`config.mk`:
```
export PLATFORM = sky130hd
export DESIGN_NAME = io_controller
export DESIGN_NICKNAME = d
export VERILOG_FILES = /design/src/rtl/io_controller.sv
export SDC_FILE = /design/constraint.sdc
export NUM_CORES = 1
export LEC_CHECK = 0
export CAP_MARGIN = 20
export CORE_AREA = 2 2 92 94
export CTS_CLUSTER_SIZE = 25
export DETAILED_ROUTE_END_ITERATION = 6
export DIE_AREA = 0 0 94 96
export GPL_TIMING_DRIVEN = 0
export PLACE_DENSITY_LB_ADDON = 0.15
export SYNTH_ARGS = -nofsm -noshare
export SYNTH_HDL_FRONTEND = slang
export SYNTH_SLANG_ARGS = --single-unit
```
`constraint.sdc`:
```
create_clock -name clk -period 2.43 [get_ports clk]
set_input_delay 0.486 -clock clk [delete_from_list [all_inputs] [get_ports clk]]
set_output_delay 0.486 -clock clk [all_outputs]
set_load 0.02 [all_outputs]
```
`src/rtl/io_controller.sv`:
```
// IN/OUT instruction sequencer between the CPU pipeline and an external valid/ready I/O port.
// Stalls the pipeline while a transfer is pending and aborts on a handshake timeout.
module io_controller #(
   parameter int unsigned DATA_W         = 32,
   parameter logic [5:0]  OP_IN          = 6'b111110,
   parameter logic [5:0]  OP_OUT         = 6'b111101,
   parameter int unsigned TIMEOUT_CYCLES = 256
) (
   input  logic              clk,
   input  logic              rst_n,
   input  logic [5:0]        control_signal,
   input  logic              instr_valid,
   input  logic [DATA_W-1:0] rf_rd_data,
   input  logic [DATA_W-1:0] ext_in_data,
   input  logic              ext_in_valid,
   output logic              ext_in_ready,
   output logic [DATA_W-1:0] ext_out_data,
   output logic              ext_out_valid,
   input  logic              ext_out_ready,
   output logic              io_we,
   output logic [DATA_W-1:0] io_rd_data,
   output logic              cpu_stall,
   output logic              busy,
   output logic              io_timeout
);

   localparam int unsigned CNT_W = (TIMEOUT_CYCLES > 0) ? $clog2(TIMEOUT_CYCLES + 1) : 1;
   localparam logic [CNT_W-1:0] CNT_LAST =
      CNT_W'((TIMEOUT_CYCLES > 0) ? TIMEOUT_CYCLES - 1 : 0);

   typedef enum logic [1:0] {
      StIdle,
      StInWait,
      StInWb,
      StOutWait
   } state_e;

   state_e            r_state;
   state_e            w_state_nxt;
   logic [CNT_W-1:0]  r_cnt;
   logic [CNT_W-1:0]  w_cnt_nxt;
   logic              r_timeout;
   logic              w_timeout_nxt;
   logic [DATA_W-1:0] r_out_data;
   logic [DATA_W-1:0] w_out_data_nxt;
   logic [DATA_W-1:0] r_rd_data;
   logic [DATA_W-1:0] w_rd_data_nxt;
   logic              w_acc_in;
   logic              w_acc_out;
   logic              w_expire;

   assign w_acc_in  = instr_valid && (control_signal == OP_IN);
   assign w_acc_out = instr_valid && (control_signal == OP_OUT);
   // Last allowed wait cycle; a zero timeout never expires.
   assign w_expire  = (TIMEOUT_CYCLES != 0) && (r_cnt == CNT_LAST);

   always_ff @(posedge clk or negedge rst_n) begin
      if (!rst_n) begin
         r_state    <= StIdle;
         r_cnt      <= '0;
         r_timeout  <= 1'b0;
         r_out_data <= '0;
         r_rd_data  <= '0;
      end else begin
         r_state    <= w_state_nxt;
         r_cnt      <= w_cnt_nxt;
         r_timeout  <= w_timeout_nxt;
         r_out_data <= w_out_data_nxt;
         r_rd_data  <= w_rd_data_nxt;
      end
   end

   always_comb begin
      w_state_nxt    = r_state;
      w_cnt_nxt      = r_cnt;
      w_timeout_nxt  = r_timeout;
      w_out_data_nxt = r_out_data;
      w_rd_data_nxt  = r_rd_data;
      unique case (r_state)
         StIdle: begin
            if (w_acc_in) begin
               w_state_nxt   = StInWait;
               w_cnt_nxt     = '0;
               w_timeout_nxt = 1'b0;
            end else if (w_acc_out) begin
               w_state_nxt    = StOutWait;
               w_cnt_nxt      = '0;
               w_timeout_nxt  = 1'b0;
               w_out_data_nxt = rf_rd_data;
            end
         end
         StInWait: begin
            if (ext_in_valid) begin
               w_state_nxt   = StInWb;
               w_rd_data_nxt = ext_in_data;
            end else if (w_expire) begin
               w_state_nxt   = StIdle;
               w_timeout_nxt = 1'b1;
            end else begin
               w_cnt_nxt = r_cnt + 1'b1;
            end
         end
         StInWb: begin
            w_state_nxt = StIdle;
         end
         StOutWait: begin
            // A handshake on the expiry cycle still completes normally.
            if (ext_out_ready) begin
               w_state_nxt = StIdle;
            end else if (w_expire) begin
               w_state_nxt   = StIdle;
               w_timeout_nxt = 1'b1;
            end else begin
               w_cnt_nxt = r_cnt + 1'b1;
            end
         end
         default: begin
            w_state_nxt = StIdle;
         end
      endcase
   end

   assign ext_in_ready  = (r_state == StInWait);
   assign ext_out_valid = (r_state == StOutWait);
   assign ext_out_data  = r_out_data;
   assign io_we         = (r_state == StInWb);
   assign io_rd_data    = r_rd_data;
   assign busy          = (r_state != StIdle);
   assign io_timeout    = r_timeout;
   assign cpu_stall     = ((r_state == StIdle) && (w_acc_in || w_acc_out)) ||
                          (r_state == StInWait) || (r_state == StOutWait);

endmodule

```
==> impl_metrics.xml <==
<?xml version="1.0" encoding="UTF-8"?>
<metrics>
  <group name="synth">
    <metric name="ys.flop_type" unit="">sky130_fd_sc_hd__dfrtp_1</metric>
    <metric name="ys_ff_latch" unit="">76</metric>
    <metric name="synth.top_cell.area_share" unit="%">60.1</metric>
    <metric name="yosys-top-cells-area" unit="">sky130_fd_sc_hd__dfrtp_1, sky130_fd_sc_hd__mux2_2, sky130_fd_sc_hd__buf_6</metric>
    <metric name="synth_area" unit="mm^2">0.00317</metric>
    <metric name="netlist_instances" unit="">218</metric>
    <metric name="synth_top_area_cell" unit="">sky130_fd_sc_hd__dfrtp_1</metric>
    <metric name="yosysSeqAreaShare" unit="%">60.1</metric>
    <metric name="synth_most_common_cell" unit="">sky130_fd_sc_hd__dfrtp_1</metric>
    <metric name="edff_count_synth" unit="">0</metric>
    <metric name="synth-warning-count" unit="">0</metric>
    <metric name="synth_common_cells" unit="">sky130_fd_sc_hd__dfrtp_1, sky130_fd_sc_hd__mux2_2, sky130_fd_sc_hd__nand2_1, sky130_fd_sc_hd__and3_1</metric>
    <metric name="avgSynthCellArea" unit="um^2">14.5</metric>
    <metric name="synth_async_sr_flop_share" unit="%">100</metric>
    <metric name="synth_cell_type_count" unit="">33</metric>
    <metric name="synth_nets" unit="">295</metric>
  </group>
  <group name="setup_path">
    <metric name="endpoint_kind" unit="">output port</metric>
    <metric name="cp_data_required_time" unit="ns">1.94</metric>
    <metric name="worst-endpoint-arrival" unit="ns">1.79</metric>
    <metric name="timing.setup.critical_path_class" unit="">flop to output port</metric>
    <metric name="critical_path.max_fanout" unit="">10</metric>
    <metric name="startpoint_types" unit="">flop</metric>
  </group>
  <group name="global_routing">
    <metric name="global_route.usage.total" unit="%">17.2</metric>
    <metric name="via_count_of_the_first_global_routing_pass" unit="">2284</metric>
    <metric name="grt_antenna_before_repair" unit="">0</metric>
    <metric name="grt_pass1_wl" unit="um">11800</metric>
    <metric name="overflow" unit="">0</metric>
    <metric name="grt_start_max_net_pins" unit="">41</metric>
  </group>
  <group name="drt">
    <metric name="drcViolationCount" unit="">0</metric>
    <metric name="wirelength" unit="um">7320</metric>
    <metric name="wl_per_cell" unit="um">15.1</metric>
    <metric name="routed_via_density" unit="">4.79</metric>
    <metric name="antenna_violating_nets_post_route" unit="">0</metric>
    <metric name="num_vias" unit="">2319</metric>
    <metric name="first_pass_iters" unit="">4</metric>
    <metric name="first_iter_violations" unit="">82</metric>
  </group>
  <group name="placed_design">
    <metric name="place.port_buffers" unit="">144</metric>
    <metric name="final_weighted_congestion_of_routability_driven_global_placement" unit="">0.837</metric>
    <metric name="dp.cells" unit="">468</metric>
    <metric name="pre_cts_slack" unit="ns">-0.314</metric>
    <metric name="place_hpwl" unit="um">5570</metric>
  </group>
  <group name="sta">
    <metric name="setup-violations-final" unit="">0</metric>
    <metric name="slew_worst_pin" unit="ns">0.517</metric>
    <metric name="slew_margin_rel" unit="%">65.3</metric>
    <metric name="hold_viol_final" unit="">0</metric>
    <metric name="finalCritPeriodShare" unit="%">93.6</metric>
    <metric name="unrepaired_setup_endpoints_after_global_routing" unit="">false</metric>
    <metric name="fin_crit" unit="ns">2.28</metric>
    <metric name="max_clock_freq" unit="MHz">439</metric>
    <metric name="final_max_slew_viol_count" unit="">0</metric>
    <metric name="clock-skew-final" unit="ns">0.00684</metric>
    <metric name="worst_slack" unit="ns">0.154</metric>
  </group>
  <group name="clock_network">
    <metric name="clock-sinks" unit="">76</metric>
    <metric name="clock_path_buffers" unit="">2</metric>
    <metric name="cts_tree" unit="">yes</metric>
    <metric name="inserted_clock_buffers" unit="">9</metric>
    <metric name="cts.clk_slew.worst_paths" unit="ns">0.08</metric>
    <metric name="htreeDepth" unit="">3</metric>
    <metric name="post-cts-setup-buffers" unit="">0</metric>
    <metric name="worstSkewPairLatency" unit="ns">0.35</metric>
    <metric name="ctsHoldBuffers" unit="">0</metric>
    <metric name="cts_root_buf" unit="">sky130_fd_sc_hd__clkbuf_8</metric>
  </group>
  <group name="final_layout">
    <metric name="fill_cells" unit="">667</metric>
    <metric name="multi_input_comb_area" unit="mm^2">0.00119</metric>
    <metric name="area.growth.synth_to_final" unit="%">56.9</metric>
    <metric name="drive_gt1_share" unit="%">25.6</metric>
    <metric name="sequential_cell_area_in_the_final_layout" unit="mm^2">0.00190</metric>
    <metric name="nets" unit="">451</metric>
    <metric name="insertedDiodeCount" unit="">0</metric>
    <metric name="fin_cells" unit="">484</metric>
  </group>
  <group name="floorplanning">
    <metric name="floorplan.io_pins" unit="">145</metric>
    <metric name="design.die.area" unit="mm^2">0.00902</metric>
    <metric name="floorplan.initialDensity" unit="%">39.3</metric>
    <metric name="core" unit="mm^2">0.00805</metric>
    <metric name="fp.dieH" unit="um">96</metric>
    <metric name="number_of_rows_in_the_core_area" unit="">33</metric>
    <metric name="die_x" unit="um">94</metric>
  </group>
  <group name="pwr">
    <metric name="powerDensity" unit="mW/mm^2">772</metric>
    <metric name="max-vdd-ir-drop" unit="mV">0.539</metric>
    <metric name="cellLeakagePower" unit="uW">0.00225</metric>
  </group>
  <group name="min_path">
    <metric name="hold_path.class" unit="">input port to async pin</metric>
  </group>
  <group name="outcome">
    <metric name="run_status" unit="">finished, final reports clean</metric>
  </group>
  <group name="flow_run">
    <metric name="maxCapViolations" unit="">0</metric>
  </group>
</metrics>
==> where the power goes <==
group	internal, uW	switching [uW]	leakage, uW
logic	677	523	0.00116
registers	1510	146	0.000998
clock network	486	490	0.0000975
total	2680	1160	0.00225
==> worst max-delay path: stages, from the launching register on <==
cell                              delay, ns
sky130_fd_sc_hd__dfrtp_1               0.41
sky130_fd_sc_hd__clkbuf_2              0.19
sky130_fd_sc_hd__or2_2                 0.29
sky130_fd_sc_hd__clkdlybuf4s50_1       0.55
==> state kept, by name, indices dropped and copies added (netlist names) <==
| signal | count |
|---|---|
| io_timeout | 1 |
| r_state | 2 |
| r_cnt | 9 |
| ext_out_data | 32 |
| io_rd_data | 32 |
==> final cells by class <==
cell class	instances	area share, %
Sequential cell	76	38.3
Timing Repair Buffer	145	29.3
Multi-Input combinational cell	129	24.1
Tap cell	105	2.65
Clock buffer	10	2.57
Clock inverter	6	1.46
Buffer	10	1.46
Inverter	3	0.227
==> metal layers <==
metal / track usage (%) / up-vias / routed length, um
met2: 28.7 / 68 / 3860
met1: 20.7 / 1147 / 2880
met3: 5.48 / 12 / 421
met5: 0 / - / 0
met4: 7.13 / 0 / 150
li1: - / 1092 / -
==> layout by cell type (no fill, tap or decap), types with 3 or more instances in the layout <==
master and count:
sky130_fd_sc_hd__inv_1 3, sky130_fd_sc_hd__buf_2 3, sky130_fd_sc_hd__a211o_1 5, sky130_fd_sc_hd__and3_1 6
sky130_fd_sc_hd__dfrtp_1 76, sky130_fd_sc_hd__clkdlybuf4s50_1 142, sky130_fd_sc_hd__a21oi_1 3, sky130_fd_sc_hd__nor4_1 5
sky130_fd_sc_hd__nor2_1 5, sky130_fd_sc_hd__mux2_2 64, sky130_fd_sc_hd__mux2i_1 3, sky130_fd_sc_hd__buf_6 4
sky130_fd_sc_hd__nand2_1 9, sky130_fd_sc_hd__clkbuf_1 3, sky130_fd_sc_hd__clkbuf_8 9, sky130_fd_sc_hd__nand3_1 3
==> final timing paths <==
kind | depth (start not counted) | end | slack, ns | startpoint
max in group asynchronous | 2 | io_rd_data[22] | 1.75 | rst_n
min in group clk | 1 | ext_out_data[27] | 0.49 | ext_out_data[27]
setup / recovery | 3 | busy | 0.15 | r_state[0]
hold reg to reg | 1 | ext_out_data[27] | 0.49 | ext_out_data[27]
hold / removal | 1 | ext_out_data[27] | 0.09 | rst_n
setup reg to reg | 9 | r_cnt[4] | 0.34 | r_cnt[0]
==> stage by stage <==
stage / TNS (ns) / util [%] / power (uW) / hold WS [ns] / instance area (um^2)
final: 0 / 61.7 / 3830 / 0.0904 / 4970
after detailed placement: -0.314 / 59.1 / 2900 / 0.482 / 4760
after floorplan: 0 / - / 2230 / 0.190 / 3170
after global placement: -144.49 / 58.9 / 2860 / 0.468 / 4740
after CTS: 0 / 61.7 / 3900 / 0.0956 / 4970
after global routing: 0 / 61.7 / 4050 / 0.114 / 4970
==> logic make-up (layout without fill, tap and decap cells) <==
family | count (synthesis) | after routing | synth area share (%)
AO/OA/AOI/OAI | 16 | 16 | 3.83
XOR/XNOR | 2 | 2 | 0.553
adder cells (fa/ha/maj) | 2 | 2 | 0.790
buffers and inverters | 13 | 174 | 2.61
flip-flops | 76 | 76 | 60.1
multiplexers | 68 | 68 | 24.1
AND/OR/NAND/NOR | 41 | 41 | 8.06
==> timing repair <==
| item | in CTS | in global routing |
|---|---|---|
| setup endpoints to repair | 1 | 3 |
| gates resized for setup | 3 | 4 |
| pin swaps | 1 | 0 |
Power figures use the tool's default switching activity.
